File: src/rtl/wordcount_pkg.sv
// ============================================================================
// Module   : wordcount_pkg
// Purpose  : Shared types, constants and helpers for the wordcount scheduler
// Revision : 1.0 - initial release
// ============================================================================
`default_nettype none

package wordcount_pkg;

    typedef enum logic [2:0] {
        IDLE      = 3'd0,
        DISPATCH  = 3'd1,
        RD_ISSUE  = 3'd2,
        RD_WAIT   = 3'd3,
        CORE_WAIT = 3'd4,
        WR_ISSUE  = 3'd5,
        WR_WAIT   = 3'd6,
        DONE      = 3'd7
    } state_t;

    localparam logic [31:0] CMD_COUNT      = 32'd1;
    localparam logic [31:0] CMD_COUNT_NOWB = 32'd2;
    localparam int          WORD_BYTES     = 4;
    localparam int          BEAT_BYTES     = 64;

    function automatic logic [63:0] roundup64(input logic [63:0] i_bytes);
        roundup64 = (i_bytes + 64'(BEAT_BYTES - 1)) & ~64'(BEAT_BYTES - 1);
    endfunction

endpackage

`default_nettype wire

File: src/rtl/wordcount_chunk_gen.sv
// ============================================================================
// Module   : wordcount_chunk_gen
// Purpose  : Tracks read address / remaining bytes and sizes the next chunk
// Revision : 1.0 - initial release
// ============================================================================
`default_nettype none

module wordcount_chunk_gen #(
    parameter int unsigned MAX_CHUNK_BYTES = 4096,
    parameter int unsigned ADDR_W          = 64
) (
    input  logic              clk,
    input  logic              reset_n,
    input  logic              i_load,
    input  logic [ADDR_W-1:0] i_base,
    input  logic [ADDR_W-1:0] i_total,
    input  logic              i_advance,
    output logic [ADDR_W-1:0] o_addr,
    output logic [ADDR_W-1:0] o_size,
    output logic              o_last,
    output logic              o_empty
);

    localparam logic [ADDR_W-1:0] C_MAX = ADDR_W'(MAX_CHUNK_BYTES);

    logic [ADDR_W-1:0] r_addr;
    logic [ADDR_W-1:0] r_remaining;

    always_ff @(posedge clk or negedge reset_n) begin
        if (!reset_n) begin
            r_addr      <= '0;
            r_remaining <= '0;
        end else if (i_load) begin
            r_addr      <= i_base;
            r_remaining <= i_total;
        end else if (i_advance) begin
            r_addr      <= r_addr + o_size;
            r_remaining <= r_remaining - o_size;
        end
    end

    assign o_addr  = r_addr;
    assign o_size  = (r_remaining > C_MAX) ? C_MAX : r_remaining;
    assign o_last  = (r_remaining <= C_MAX);
    assign o_empty = (r_remaining == '0);

endmodule

`default_nettype wire

File: src/rtl/wordcount_xfer_sched.sv
// ============================================================================
// Module   : wordcount_xfer_sched
// Purpose  : Splits a job into read chunks, runs the core, issues writeback
// Revision : 1.0 - initial release
// ============================================================================
`default_nettype none

module wordcount_xfer_sched
    import wordcount_pkg::*;
#(
    parameter int unsigned MAX_CHUNK_BYTES = 4096,
    parameter logic [63:0] WR_BASE_OFFSET  = 64'h0000_0000_1000_0000,
    parameter int unsigned ADDR_W          = 64
) (
    input  logic              clk,
    input  logic              reset_n,
    input  logic              kick,
    output logic              busy,
    input  logic [31:0]       command,
    input  logic [31:0]       num_of_words,
    input  logic [ADDR_W-1:0] global_memory_offset,
    output logic              reader_ctrl_start,
    input  logic              reader_ctrl_done,
    output logic [ADDR_W-1:0] reader_ctrl_addr_offset,
    output logic [ADDR_W-1:0] reader_ctrl_xfer_size_in_bytes,
    output logic              writer_ctrl_start,
    input  logic              writer_ctrl_done,
    output logic [ADDR_W-1:0] writer_ctrl_addr_offset,
    output logic [ADDR_W-1:0] writer_ctrl_xfer_size_in_bytes,
    output logic              core_start,
    input  logic              core_done,
    input  logic [ADDR_W-1:0] result_bytes,
    output logic [15:0]       chunk_count
);

    state_t            r_state;
    state_t            w_next;
    logic [31:0]       r_cmd;
    logic [ADDR_W-1:0] r_offset;
    logic [ADDR_W-1:0] r_result;
    logic              r_core_done;
    logic [15:0]       r_chunk_count;
    logic [ADDR_W-1:0] r_rd_addr;
    logic [ADDR_W-1:0] r_rd_size;
    logic [ADDR_W-1:0] r_wr_addr;
    logic [ADDR_W-1:0] r_wr_size;

    logic              w_kick_accept;
    logic              w_cmd_valid;
    logic              w_core_start;
    logic              w_core_window;
    logic              w_core_seen;
    logic [ADDR_W-1:0] w_result;
    logic [ADDR_W-1:0] w_total;
    logic              w_rd_advance;
    logic [ADDR_W-1:0] w_chunk_addr;
    logic [ADDR_W-1:0] w_chunk_size;
    logic              w_chunk_last;
    logic              w_chunk_empty;

    assign w_kick_accept = (r_state == IDLE) && kick;
    assign w_cmd_valid   = (r_cmd == CMD_COUNT) || (r_cmd == CMD_COUNT_NOWB);
    assign w_core_start  = (r_state == DISPATCH) && w_cmd_valid && !w_chunk_empty;
    assign w_rd_advance  = (r_state == RD_WAIT) && reader_ctrl_done;
    // A core_done arriving in the same cycle CORE_WAIT checks still counts
    assign w_core_seen   = r_core_done || core_done;
    assign w_result      = r_core_done ? r_result : result_bytes;
    assign w_core_window = w_core_start || (r_state == RD_ISSUE) ||
                           (r_state == RD_WAIT) || (r_state == CORE_WAIT);
    assign w_total       = ADDR_W'(roundup64(64'(num_of_words) * 64'(WORD_BYTES)));

    wordcount_chunk_gen #(
        .MAX_CHUNK_BYTES (MAX_CHUNK_BYTES),
        .ADDR_W          (ADDR_W)
    ) u_chunk_gen (
        .clk       (clk),
        .reset_n   (reset_n),
        .i_load    (w_kick_accept),
        .i_base    (global_memory_offset),
        .i_total   (w_total),
        .i_advance (w_rd_advance),
        .o_addr    (w_chunk_addr),
        .o_size    (w_chunk_size),
        .o_last    (w_chunk_last),
        .o_empty   (w_chunk_empty)
    );

    always_comb begin
        w_next = r_state;
        case (r_state)
            IDLE:      if (kick) w_next = DISPATCH;
            DISPATCH:  w_next = w_core_start ? RD_ISSUE : DONE;
            RD_ISSUE:  w_next = RD_WAIT;
            RD_WAIT:   if (reader_ctrl_done) w_next = w_chunk_last ? CORE_WAIT : RD_ISSUE;
            CORE_WAIT: begin
                if (w_core_seen) begin
                    if ((r_cmd == CMD_COUNT_NOWB) || (w_result == '0)) w_next = DONE;
                    else                                                w_next = WR_ISSUE;
                end
            end
            WR_ISSUE:  w_next = WR_WAIT;
            WR_WAIT:   if (writer_ctrl_done) w_next = DONE;
            DONE:      w_next = IDLE;
            default:   w_next = IDLE;
        endcase
    end

    always_ff @(posedge clk or negedge reset_n) begin
        if (!reset_n) begin
            r_state       <= IDLE;
            r_cmd         <= '0;
            r_offset      <= '0;
            r_result      <= '0;
            r_core_done   <= 1'b0;
            r_chunk_count <= '0;
            r_rd_addr     <= '0;
            r_rd_size     <= '0;
            r_wr_addr     <= '0;
            r_wr_size     <= '0;
        end else begin
            r_state <= w_next;
            if (w_kick_accept) begin
                r_cmd         <= command;
                r_offset      <= global_memory_offset;
                r_result      <= '0;
                r_core_done   <= 1'b0;
                r_chunk_count <= '0;
            end else begin
                if (w_core_window && core_done && !r_core_done) begin
                    r_core_done <= 1'b1;
                    r_result    <= result_bytes;
                end
                if (r_state == RD_ISSUE) begin
                    r_chunk_count <= r_chunk_count + 16'd1;
                    r_rd_addr     <= w_chunk_addr;
                    r_rd_size     <= w_chunk_size;
                end
                if ((r_state == CORE_WAIT) && (w_next == WR_ISSUE)) begin
                    r_wr_addr <= r_offset + ADDR_W'(WR_BASE_OFFSET);
                    r_wr_size <= ADDR_W'(roundup64(64'(w_result)));
                end
            end
        end
    end

    // Chunk address/size are live during the issue cycle, then held from the snapshot
    assign reader_ctrl_start              = (r_state == RD_ISSUE);
    assign reader_ctrl_addr_offset        = (r_state == RD_ISSUE) ? w_chunk_addr : r_rd_addr;
    assign reader_ctrl_xfer_size_in_bytes = (r_state == RD_ISSUE) ? w_chunk_size : r_rd_size;
    assign writer_ctrl_start              = (r_state == WR_ISSUE);
    assign writer_ctrl_addr_offset        = r_wr_addr;
    assign writer_ctrl_xfer_size_in_bytes = r_wr_size;
    assign core_start                     = w_core_start;
    assign busy                           = (r_state != IDLE);
    assign chunk_count                    = r_chunk_count;

endmodule

`default_nettype wire
File: config.mk
export PLATFORM = sky130hd
export DESIGN_NAME = wordcount_xfer_sched
export DESIGN_NICKNAME = d
export VERILOG_FILES = /design/src/rtl/wordcount_pkg.sv /design/src/rtl/wordcount_chunk_gen.sv /design/src/rtl/wordcount_xfer_sched.sv
export SDC_FILE = /design/constraint.sdc
export NUM_CORES = 1
export LEC_CHECK = 0
export CORE_ASPECT_RATIO = 0.9
export CORE_MARGIN = 3
export CORE_UTILIZATION = 35
export CTS_CLUSTER_SIZE = 14
export DETAILED_ROUTE_END_ITERATION = 10
export PLACE_DENSITY = 0.61
export SLEW_MARGIN = 15
export SYNTH_ARGS = -nofsm -noshare
export SYNTH_HDL_FRONTEND = slang
export SYNTH_SLANG_ARGS = --single-unit
File: constraint.sdc
create_clock -name clk -period 5.15 [get_ports clk]
set_clock_uncertainty 0.2 [all_clocks]
set_input_delay 0.7725 -clock clk [delete_from_list [all_inputs] [get_ports clk]]
set_output_delay 0.7725 -clock clk [all_outputs]
set_load 0.05 [all_outputs]
==> metrics <==
initial antenna violation count=8; die width=between 300 and 400 um; fraction of registers with async set/reset=100.0%; fin crit share=106.9%; total global routing overflow=0; # fillers=between 8000 and 9000; status=complete, but fails checks; PortBufs=467; met1 usage=29.22%; Die Height=283.8 um; largest cells by area after synthesis=dfrtp_1 (47%), nand2_1 (13%), o21ai_0 (3.9%), xor2_1 (2.9%), xnor2_1 (2.9%); Max Fclk=0.1816 GHz; Pre-antenna DRT Iters=7; global-route wire length before repair=152.6 mm; pwr dens=619.1 nW/um^2; pin count of the biggest net entering global routing=approximately 110; startpoint types=flop; failing checks=setup timing; vias per cell=5.068; Max-cap violations=0; total CTS buffers=between 60 and 70; fin crit period=~5.5 ns; GRT met3 Usage=between 4 and 5%; DRT iter0 DRCs=~2100; Layout area overhead=33.58%; Total Power=24.82 mW; gpl congestion=slightly above 0.9; CTS Root Cell=clkbuf_16; Final ANT Viol Nets=0; Avg Inst Size Synth=between 8 and 9 um^2; DRC=0; Leakage=18.48 nW; launching point of the worst reg2reg path=u_chunk_gen.r_remaining[48]; Gate Count Post-Synth=3528; routing usage on met2=34.41%; Die Area=89310 um^2; worst skew pair latency=~0.62 ns; final slew viol count=0; Setup violations, final=33; Hold Vio Cnt, Final=0; peak supply drop=about 0.38 mV; Synth area leader=dfrtp_1; CTS Sinks=558; Mapped Area=30010 um^2; Seq/Total Area, Yosys=between 40 and 50%; clock-pin slew on the worst setup and hold paths=~0.070 ns; worst slew pin tran=between 1 and 1.5 ns; clock buffer depth=3; fraction of synthesized cell area taken by the top area cell type=46.52%; Total Nets Final=4371; RSZ-0062 raised after global routing=true; Warnings, synthesis=0; Crit Path Category=reg -> reg; CTS tree=done; routed via count=between 20000 and 30000; Site Rows=roughly 100; post-DP HPWL=around 71 mm; H-tree Lvls=3; final wirelength=97.74 mm; gr usage total=21.53%; starting density of the core=~35%; CP startpoint=u_chunk_gen.r_remaining[48]; Hold Startpoint=r_offset[19]; crit path capture type=flop; cell count of the worst reg-to-reg path=19; FF+latch count, synth=between 500 and 600; critical path required time=5.45 ns; setup ws final=-0.3578 ns; CP arrival=a little under 6 ns; vias in the first global route=roughly 26000; predominant post-synthesis flop cell=dfrtp_1; num ports=~470; Post-synth EDFFs=0; Slew headroom=about 23%; hold depth=2; Post-Place Cells=a little over 5000; core area=approximately 85000 um^2; share of cells above drive strength 1=between 10% and 20%; Max Fanout on Critical Path=6; Yosys cell types=80; Routed WL per cell=18.48 um; final cell count without fillers=~5300; GRT Max-Usage Layer=met2; worst min path class=reg -> reg
report_power, final:
group / internal, mW / total [mW] / leakage, nW / switching (mW)
sequential: 5.92 / 7.16 / 7.30 / 1.24
clock: 2.96 / 4.95 / 1.12 / 1.99
combinational: 4.53 / 12.7 / 10.1 / 8.18
worst max-delay path: stages (launching register included):
cell and delay [ns]:
dfrtp_1 0.39, or4_4 0.54, or4_4 0.43, or4_4 0.45, a2111oi_4 0.20, buf_4 0.17, buf_6 0.12, and2_4 0.15
ha_1 0.17, nand2_2 0.08, or3_4 0.33, or4_1 0.47, o211ai_1 0.32, buf_4 0.17, o211ai_1 0.15, a2111o_1 0.41
o211ai_1 0.16, a41oi_2 0.20, nor3_2 0.21, a211oi_2 0.05
per-stage QoR:
stage               TNS, ns  util [%]  hold slack [ns]  cell area, um^2  setup slack (ns)
global placement     -3.283     43.52           0.2497            36850           -0.3163
finish               -5.322     47.35           0.2478            40090           -0.3578
CTS                  -4.742     46.95           0.2562            39750           -0.3262
global route         -10.76     47.35           0.2810            40090           -0.4979
detailed placement   -4.671     43.52           0.2506            36850           -0.3646
floorplan           -0.6821         -           0.2386            30310           -0.2689
final timing paths:
| check | endpoint | slack (ns) |
|---|---|---|
| worst max-delay path | u_chunk_gen.o_addr[63] | -0.36 |
| max in group asynchronous | r_offset[6] | 3.10 |
| worst min register to register | writer_ctrl_addr_offset[19] | 0.25 |
| worst min-delay path | writer_ctrl_addr_offset[19] | 0.25 |
| worst max register to register | u_chunk_gen.o_addr[63] | -0.36 |
| min in group asynchronous | r_result[25] | 0.56 |
area by class of cell:
class                   count  area [um^2]  area share, %
clock inverters            21        270.3         0.6741
clock buffers              96         1999          4.987
inverters                  25        96.34         0.2403
well taps                1133         1418          3.536
flip-flops and latches    558        13970          34.84
multi-input cells        2804        16020          39.95
diodes                      2        5.005        0.01248
repair buffers            650         6322          15.77
sequential cells by signal, indices dropped and copies added, names as in the netlist:
register	cells
r_cmd	32
r_rd_addr	64
r_offset	64
r_result	64
r_core_done	1
u_chunk_gen.o_addr	64
chunk_count	16
writer_ctrl_addr_offset	64
writer_ctrl_xfer_size_in_bytes	58
r_state	3
r_rd_size	64
u_chunk_gen.r_remaining	64
per-layer routing:
layer	vias up	wire length, um
li1	13122	-
met1	12840	43770
met2	675	44970
met3	160	5839
met4	8	3109
met5	-	48
timing repair:
action / CTS / global route
hold endpoints to repair: 66 / 0
hold buffers: 1 / 0
gates cloned: 1 / 0
gates resized for setup: 98 / 71
setup endpoints to repair: 31 / 53
pin swaps: 49 / 42
buffers inserted: 28 / 13
placed cells by master (no fill, tap or decap), types with 57 or more instances in the layout:
cell type | netlist | final
xnor2_1 | 98 | 91
conb_1 | 1 | 57
and2_1 | 130 | 118
xor2_1 | 99 | 98
clkdlybuf4s50_1 | 0 | 453
nand3_1 | 85 | 82
o21ai_1 | 69 | 84
dfrtp_1 | 558 | 557
clkbuf_16 | 0 | 70
o21ai_0 | 232 | 206
a21oi_1 | 171 | 160
nand2_1 | 1074 | 1066
buf_4 | 7 | 153
nor2_1 | 145 | 140
cell usage after synthesis (all sizes together) (6+ instances only):
cell and number:
a21boi 7, or3 28, clkbuf 140, o21ai 302
a211oi 11, or2 14, nand4 33, a22o 6
nor4 55, and4 8, nand3b 9, nand2b 16
o22ai 12, nor2b 16, and2 131, nand3 85
mux2 28, nand2 1074, a31oi 22, o31ai 18
ha 66, mux2i 45, a21o 48, and3 32
inv 25, nor3 48, xnor2 98, o21a 10
a21oi 172, buf 57, or4 13, nor2 146
dfrtp 558, xor2 99, o211ai 18
logic make-up (layout without fill, tap and decap cells):
| logic type | count (synthesis) | count (layout) | share of synthesized area [%] |
|---|---|---|---|
| other | 1 | 59 | 0.01249 |
| AOI/OAI and AO/OA | 689 | 689 | 13.64 |
| muxes | 73 | 73 | 2.551 |
| adders and majority gates | 67 | 67 | 2.818 |
| xor gates and xnor gates | 197 | 197 | 5.749 |
| buffers and inverters | 222 | 792 | 3.268 |
| DFF | 558 | 558 | 46.52 |
| and+or+nand+nor | 1721 | 1721 | 25.43 |
(Power assumes the default switching activity.)
